$ cat config.mk
export PLATFORM = sky130hd
export DESIGN_NAME = i2c_slave_regfile
export DESIGN_NICKNAME = d
export VERILOG_FILES = /design/src/rtl/i2c_slave_regfile.sv
export SDC_FILE = /design/constraint.sdc
export NUM_CORES = 1
export LEC_CHECK = 0
export ABC_CLOCK_PERIOD_IN_PS = 5800
export BUFFER_PORTS_ARGS = -buffer_cell sky130_fd_sc_hd__buf_4
export CAP_MARGIN = 20
export CORE_MARGIN = 8
export CORE_UTILIZATION = 55
export DETAILED_ROUTE_END_ITERATION = 12
export GPL_TIMING_DRIVEN = 0
export HOLD_SLACK_MARGIN = 0.08
export PLACE_DENSITY_LB_ADDON = 0.05
export SLEW_MARGIN = 25
export SYNTH_ARGS = -nofsm -noshare
export SYNTH_HDL_FRONTEND = slang
export SYNTH_SLANG_ARGS = --single-unit
$ cat constraint.sdc
create_clock -name PCLK -period 5.8 [get_ports PCLK]
set_input_delay 0.58 -clock PCLK [delete_from_list [all_inputs] [get_ports PCLK]]
set_output_delay 0.58 -clock PCLK [all_outputs]
set_load 0.01 [all_outputs]
$ cat src/rtl/i2c_slave_regfile.sv
// I2C target with a byte-addressed register file: write a pointer, then write or read data bytes with auto-increment.
// Optional SCL stretching at the start of every read byte is enabled by defining I2C_SLV_STRETCH_EN.
module i2c_slave_regfile #(
    parameter logic [6:0] SLV_ADDR    = 7'h50,
    parameter int         DEPTH       = 16,
    parameter int         STRETCH_CYC = 8
) (
    input  logic                     PCLK,
    input  logic                     PRESETN,
    input  logic                     scl_i,
    input  logic                     sda_i,
    output logic                     slv_scl_pad_o,
    output logic                     slv_scl_pad_oe,
    output logic                     slv_sda_pad_o,
    output logic                     slv_sda_pad_oe,
    output logic                     busy,
    output logic                     wr_stb,
    output logic [$clog2(DEPTH)-1:0] wr_ptr,
    output logic [7:0]               wr_data
);
    localparam int PW = $clog2(DEPTH);

    localparam logic [3:0] S_IDLE      = 4'd0;
    localparam logic [3:0] S_ADDR      = 4'd1;
    localparam logic [3:0] S_ADDR_ACK  = 4'd2;
    localparam logic [3:0] S_PTR       = 4'd3;
    localparam logic [3:0] S_PTR_ACK   = 4'd4;
    localparam logic [3:0] S_WDATA     = 4'd5;
    localparam logic [3:0] S_WDATA_ACK = 4'd6;
    localparam logic [3:0] S_RDATA     = 4'd7;
    localparam logic [3:0] S_RDATA_ACK = 4'd8;
    localparam logic [3:0] S_IGNORE    = 4'd9;

    if (DEPTH < 2 || DEPTH > 256 || (DEPTH & (DEPTH - 1)) != 0 || STRETCH_CYC < 1) begin : g_param_check
        $error("i2c_slave_regfile: unsupported DEPTH or STRETCH_CYC");
    end

    logic [2:0]    sclPipe_q, sdaPipe_q;
    logic          sclNow, sclPrev, sdaNow, sdaPrev;
    logic          sclRise, sclFall, startDet, stopDet;
    logic [3:0]    state_q, state_d;
    logic [3:0]    bitCnt_q, bitCnt_d;
    logic [7:0]    shift_q, shift_d;
    logic [PW-1:0] ptr_q, ptr_d;
    logic          sdaOe_q, sdaOe_d;
    logic          busy_q, busy_d;
    logic          wrStb_q, wrStb_d;
    logic [PW-1:0] wrPtr_q, wrPtr_d;
    logic [7:0]    wrData_q, wrData_d;
    logic          regWe;
    logic [7:0]    regs_q [DEPTH];
    logic [7:0]    rdByte;

    // Bit 0 is the first synchronizer stage, bit 1 the synchronized value, bit 2 its history.
    always_ff @(posedge PCLK or negedge PRESETN) begin
        if (!PRESETN) begin
            sclPipe_q <= 3'b111;
            sdaPipe_q <= 3'b111;
        end else begin
            sclPipe_q <= {sclPipe_q[1:0], scl_i};
            sdaPipe_q <= {sdaPipe_q[1:0], sda_i};
        end
    end

    assign sclNow   = sclPipe_q[1];
    assign sclPrev  = sclPipe_q[2];
    assign sdaNow   = sdaPipe_q[1];
    assign sdaPrev  = sdaPipe_q[2];
    assign sclRise  = sclNow & ~sclPrev;
    assign sclFall  = ~sclNow & sclPrev;
    assign startDet = sclNow & sclPrev & sdaPrev & ~sdaNow;
    assign stopDet  = sclNow & sclPrev & ~sdaPrev & sdaNow;
    assign rdByte   = regs_q[ptr_q];

    always_comb begin
        state_d  = state_q;
        bitCnt_d = bitCnt_q;
        shift_d  = shift_q;
        ptr_d    = ptr_q;
        sdaOe_d  = sdaOe_q;
        busy_d   = busy_q;
        wrStb_d  = 1'b0;
        wrPtr_d  = wrPtr_q;
        wrData_d = wrData_q;
        regWe    = 1'b0;
        if (stopDet) begin
            state_d  = S_IDLE;
            sdaOe_d  = 1'b0;
            busy_d   = 1'b0;
            bitCnt_d = 4'd0;
        end else if (startDet) begin
            state_d  = S_ADDR;
            sdaOe_d  = 1'b0;
            bitCnt_d = 4'd0;
        end else if (state_q == S_ADDR || state_q == S_PTR || state_q == S_WDATA) begin
            if (sclRise) begin
                shift_d  = {shift_q[6:0], sdaNow};
                bitCnt_d = bitCnt_q + 4'd1;
                if (bitCnt_q == 4'd7) begin
                    bitCnt_d = 4'd0;
                    if (state_q == S_ADDR) begin
                        if (shift_d[7:1] == SLV_ADDR) begin
                            state_d = S_ADDR_ACK;
                            busy_d  = 1'b1;
                        end else begin
                            state_d = S_IGNORE;
                        end
                    end else if (state_q == S_PTR) begin
                        ptr_d   = shift_d[PW-1:0];
                        state_d = S_PTR_ACK;
                    end else begin
                        regWe    = 1'b1;
                        wrStb_d  = 1'b1;
                        wrPtr_d  = ptr_q;
                        wrData_d = shift_d;
                        state_d  = S_WDATA_ACK;
                    end
                end
            end
        end else if (state_q == S_ADDR_ACK || state_q == S_PTR_ACK || state_q == S_WDATA_ACK) begin
            // First fall drives the ACK low, the second fall ends the ACK bit.
            if (sclFall) begin
                if (bitCnt_q == 4'd0) begin
                    sdaOe_d  = 1'b1;
                    bitCnt_d = 4'd1;
                end else begin
                    sdaOe_d  = 1'b0;
                    bitCnt_d = 4'd0;
                    if (state_q == S_ADDR_ACK && shift_q[0]) begin
                        state_d = S_RDATA;
                        shift_d = rdByte;
                        sdaOe_d = ~rdByte[7];
                    end else if (state_q == S_ADDR_ACK) begin
                        state_d = S_PTR;
                    end else if (state_q == S_PTR_ACK) begin
                        state_d = S_WDATA;
                    end else begin
                        ptr_d   = ptr_q + 1'b1;
                        state_d = S_WDATA;
                    end
                end
            end
        end else if (state_q == S_RDATA) begin
            if (sclRise) begin
                bitCnt_d = bitCnt_q + 4'd1;
            end else if (sclFall && bitCnt_q == 4'd8) begin
                sdaOe_d  = 1'b0;
                bitCnt_d = 4'd0;
                state_d  = S_RDATA_ACK;
            end else if (sclFall && bitCnt_q != 4'd0) begin
                shift_d = {shift_q[6:0], 1'b0};
                sdaOe_d = ~shift_q[6];
            end
        end else if (state_q == S_RDATA_ACK) begin
            if (sclRise) begin
                if (!sdaNow) begin
                    ptr_d    = ptr_q + 1'b1;
                    bitCnt_d = 4'd1;
                end else begin
                    state_d = S_IGNORE;
                end
            end else if (sclFall && bitCnt_q == 4'd1) begin
                state_d  = S_RDATA;
                bitCnt_d = 4'd0;
                shift_d  = rdByte;
                sdaOe_d  = ~rdByte[7];
            end
        end
    end

    always_ff @(posedge PCLK or negedge PRESETN) begin
        if (!PRESETN) begin
            state_q  <= S_IDLE;
            bitCnt_q <= 4'd0;
            shift_q  <= 8'h00;
            ptr_q    <= '0;
            sdaOe_q  <= 1'b0;
            busy_q   <= 1'b0;
            wrStb_q  <= 1'b0;
            wrPtr_q  <= '0;
            wrData_q <= 8'h00;
        end else begin
            state_q  <= state_d;
            bitCnt_q <= bitCnt_d;
            shift_q  <= shift_d;
            ptr_q    <= ptr_d;
            sdaOe_q  <= sdaOe_d;
            busy_q   <= busy_d;
            wrStb_q  <= wrStb_d;
            wrPtr_q  <= wrPtr_d;
            wrData_q <= wrData_d;
        end
    end

    always_ff @(posedge PCLK or negedge PRESETN) begin
        if (!PRESETN) begin
            for (int i = 0; i < DEPTH; i++) begin
                regs_q[i] <= 8'h00;
            end
        end else if (regWe) begin
            regs_q[ptr_q] <= wrData_d;
        end
    end

`ifdef I2C_SLV_STRETCH_EN
    localparam int SW = $clog2(STRETCH_CYC + 1);

    logic          loadStretch;
    logic [SW-1:0] stretchCnt_q;

    // Same fall that puts bit 7 of a read byte on SDA, so SDA is settled before SCL is released.
    assign loadStretch = sclFall && (bitCnt_q == 4'd1) &&
                         ((state_q == S_ADDR_ACK && shift_q[0]) || state_q == S_RDATA_ACK);

    always_ff @(posedge PCLK or negedge PRESETN) begin
        if (!PRESETN) begin
            stretchCnt_q <= '0;
        end else if (loadStretch) begin
            stretchCnt_q <= SW'(STRETCH_CYC);
        end else if (stretchCnt_q != '0) begin
            stretchCnt_q <= stretchCnt_q - 1'b1;
        end
    end

    assign slv_scl_pad_oe = (stretchCnt_q != '0);
`else
    assign slv_scl_pad_oe = 1'b0;
`endif

    assign slv_scl_pad_o  = 1'b0;
    assign slv_sda_pad_o  = 1'b0;
    assign slv_sda_pad_oe = sdaOe_q;
    assign busy           = busy_q;
    assign wr_stb         = wrStb_q;
    assign wr_ptr         = wrPtr_q;
    assign wr_data        = wrData_q;
endmodule

==> results.yml <==
status:
  status: "completed"
run:
  cap_violations: 0
floorplanning:
  io-pin-count: 22
  start_util: 0.556
  die_area_mm2: 0.0193
  placementRows: 45
  coreArea_mm2: 0.0150
  die_y_um: 139
  die_w_um: 139
power:
  combinationalPowerShare: 0.321
  p_leak_nw: 4.46
  power-per-cell-area_mw_per_mm2: 389
  power_mw: 3.64
  internal_power_mw: 2.31
  ir_drop_mv: 0.286
  swShare: 0.365
  seqPwrFrac: 0.356
  switchingPower_mw: 1.33
  clkPwrFrac: 0.323
critical_path:
  start_kind: "flop"
  crit_required_ns: 6.11
  crit_type: "flop to flop"
  cp_max_fo: 10
  r2r-start: "ptr_q[1]"
  cp_common_cell: "clkbuf_1"
  setup.worst_path.start: "ptr_q[1]"
  cp.arrival_ns: 3.13
  cpMaxStageDelayCell: "clkbuf_1"
  r2r_slack_ns: 2.98
  path_buf_inv: 2
  end_kind: "flop"
  max_stage_delay_ns: 0.59
  crit_path_cell_trace: "clkbuf_1, clkbuf_1, mux4_2, mux2i_1, o221ai_1, mux2_2"
  path_delay_family: "buffers and inverters"
sta:
  fin_crit_sh: 0.486
  setup_viol: 0
  setup_tns_ns: 0
  drv_slew: 0
  max_freq_mhz: 355
  hold_viol: 0
  tightest_slew_ns: 0.757
  period_minus_slack_ns: 2.82
  rsz0062_at_grt: "false"
  holdWs_ns: 0.112
  slew_headroom: 0.496
  skew_ns: 0.00917
placement:
  dpl.hpwl_mm: 13.7
  portBuffers: 18
  placedCellCount: 829
  gp_congestion: 0.858
logic_synthesis:
  synth_mux_area_frac: 0.307
  synth_seq_area_share: 0.506
  synth_cell_types: 66
  syn-cell-area_mm2: 0.00832
  synthCells: 620
  yosysTopAreaCellShare: 0.487
  yosys_most_used_dff: "dfrtp_1"
  synthAdderAreaFrac: 0.0105
  yosysTopAreaCell: "dfrtp_1"
  synth_compound_area_frac: 0.0666
  synthTopCellsByArea: "dfrtp_1, mux2_2, mux4_2, mux2i_1, dfstp_2"
  ys_warn_count: 0
  synth_seq_cells: 168
  synth_top_family_by_area: "multiplexers"
  async_flop_share: 1.00
  synth.avg_cell_area_um2: 13.4
  synth_edf_count: 0
  synth-simple-area-share: 0.0686
  synth-xor-area-share: 0.00210
finish:
  final_common_cell: "dfrtp_1"
  area_delta_synth_final_pct: 12.4
  fin_util: 0.625
  final_cells: 861
  fill_cells: 1151
  antennaDiodeCount: 0
  layout_common_cells: "dfrtp_1, mux2_2, mux4_2"
  nNetsFinal: 671
  drive_gt1_frac: 0.415
clock_tree:
  htreeDepth: 4
  post_cts_resized: 0
  cts.path.max_buffers: 2
  cts_hold_buf: 0
  cts_setup_buffers: 0
  tritoncts: "done"
  clkSlewWorstSetupHoldPaths_ns: 0.07
  insertion_delay_ns: 0.43
  clock-sinks: 168
  root_buffer: "clkbuf_16"
  cts_made_buffers: 17
drt:
  drtAntennaViolNets: 0
  remaining_drc_errors: 0
  viasPerCell: 6.18
  num_vias: 5325
  drtIter0Drc: 440
  wl_per_cell_um: 23.1
  firstDrtPassIters: 5
  wirelength_mm: 19.9
global_routing:
  grt_overflow: 0
  grt_pass1_wl_mm: 32.0
  grt_start_max_net_pins: 92
  grt_pass1_vias: 5618
  grt_usage: 0.215
  antenna_found_initial: 0
hold_path:
  worst_hold_path_type: "primary input to async pin"
## metrics by stage
| step | instance area, um2 | setup WS, ns |
|---|---|---|
| after global placement | 8700 | 3.00 |
| after floorplan | 8330 | 3.58 |
| after CTS | 9350 | 2.99 |
| after detailed placement | 8740 | 3.02 |
| after global routing | 9350 | 2.88 |
| final | 9350 | 2.98 |
## area by class of cell
cell class	instances	area [um2]	area share
Inverter	8	30.0	0.00321
Buffer	62	289	0.0309
Sequential cell	168	4210	0.450
Multi-Input combinational cell	384	3800	0.406
Tap cell	188	235	0.0251
Timing Repair Buffer	19	170	0.0182
Clock inverter	14	179	0.0191
Clock buffer	18	439	0.0470
## Yosys cell counts (all sizes together) (2+ instances only)
master   count
clkbuf      31
o311ai       2
ha           7
nand4        5
and2         3
nor2        15
and3        18
a211o        2
a211oi       4
nor3b        4
o211ai       4
dfrtp      162
buf         31
a221oi       2
a2111oi      3
o221ai       8
mux2i       16
nand3        7
nand2       19
mux4        31
nor3         5
nand2b       5
xnor2        2
or3b         2
or2          2
o2bb2ai      2
mux2       151
a21oi       10
a31oi        5
inv          8
nor2b        7
dfstp        6
a22oi        3
o21ai       16
## registers in the layout, indices dropped and copies added (netlist names)
name and cells:
wr_stb 1, wr_data 8, state_q 4, bitCnt_q 4, wr_ptr 4, regs_q 128
shift_q 7, slv_sda_pad_oe 1, busy 1, ptr_q 4, sclPipe_q 3, sdaPipe_q 3
## kinds of logic (layout without fill, tap and decap cells)
| logic type | count (synthesis) | after routing |
|---|---|---|
| xor+xnor | 2 | 2 |
| fa+ha+maj | 7 | 7 |
| mux | 198 | 198 |
| other cells | 1 | 3 |
| simple gates | 99 | 99 |
| buf+inv | 70 | 121 |
| compound gates | 75 | 75 |
| flops | 168 | 168 |
## layer usage
metal  global-route usage  up-vias  part of all wire
met2                0.352      139              0.49
met1                0.282     2787              0.44
met5                    0        -                 0
li1                     -     2372                 -
met3               0.0427       27             0.045
met4               0.0699        0             0.022
## power groups by stage
stage / Sequential [mW] / Clock, mW / Combinational, mW
floorplan: 1.30 / 0 / 0.830
global placement: 1.31 / 0 / 1.14
detailed placement: 1.31 / 0 / 1.15
CTS: 1.29 / 1.20 / 1.16
global route: 1.30 / 1.24 / 1.27
finish: 1.30 / 1.18 / 1.17
## path summary, 6_finish.rpt
kind,endpoint,depth (start not counted)
max,shift_q[4],6
min,bitCnt_q[3],1
max reg2reg,shift_q[4],6
min reg2reg,sclPipe_q[1],0
max in group asynchronous,regs_q[53],2
min in group PCLK,sdaPipe_q[0],1
(Power assumes the default switching activity.)
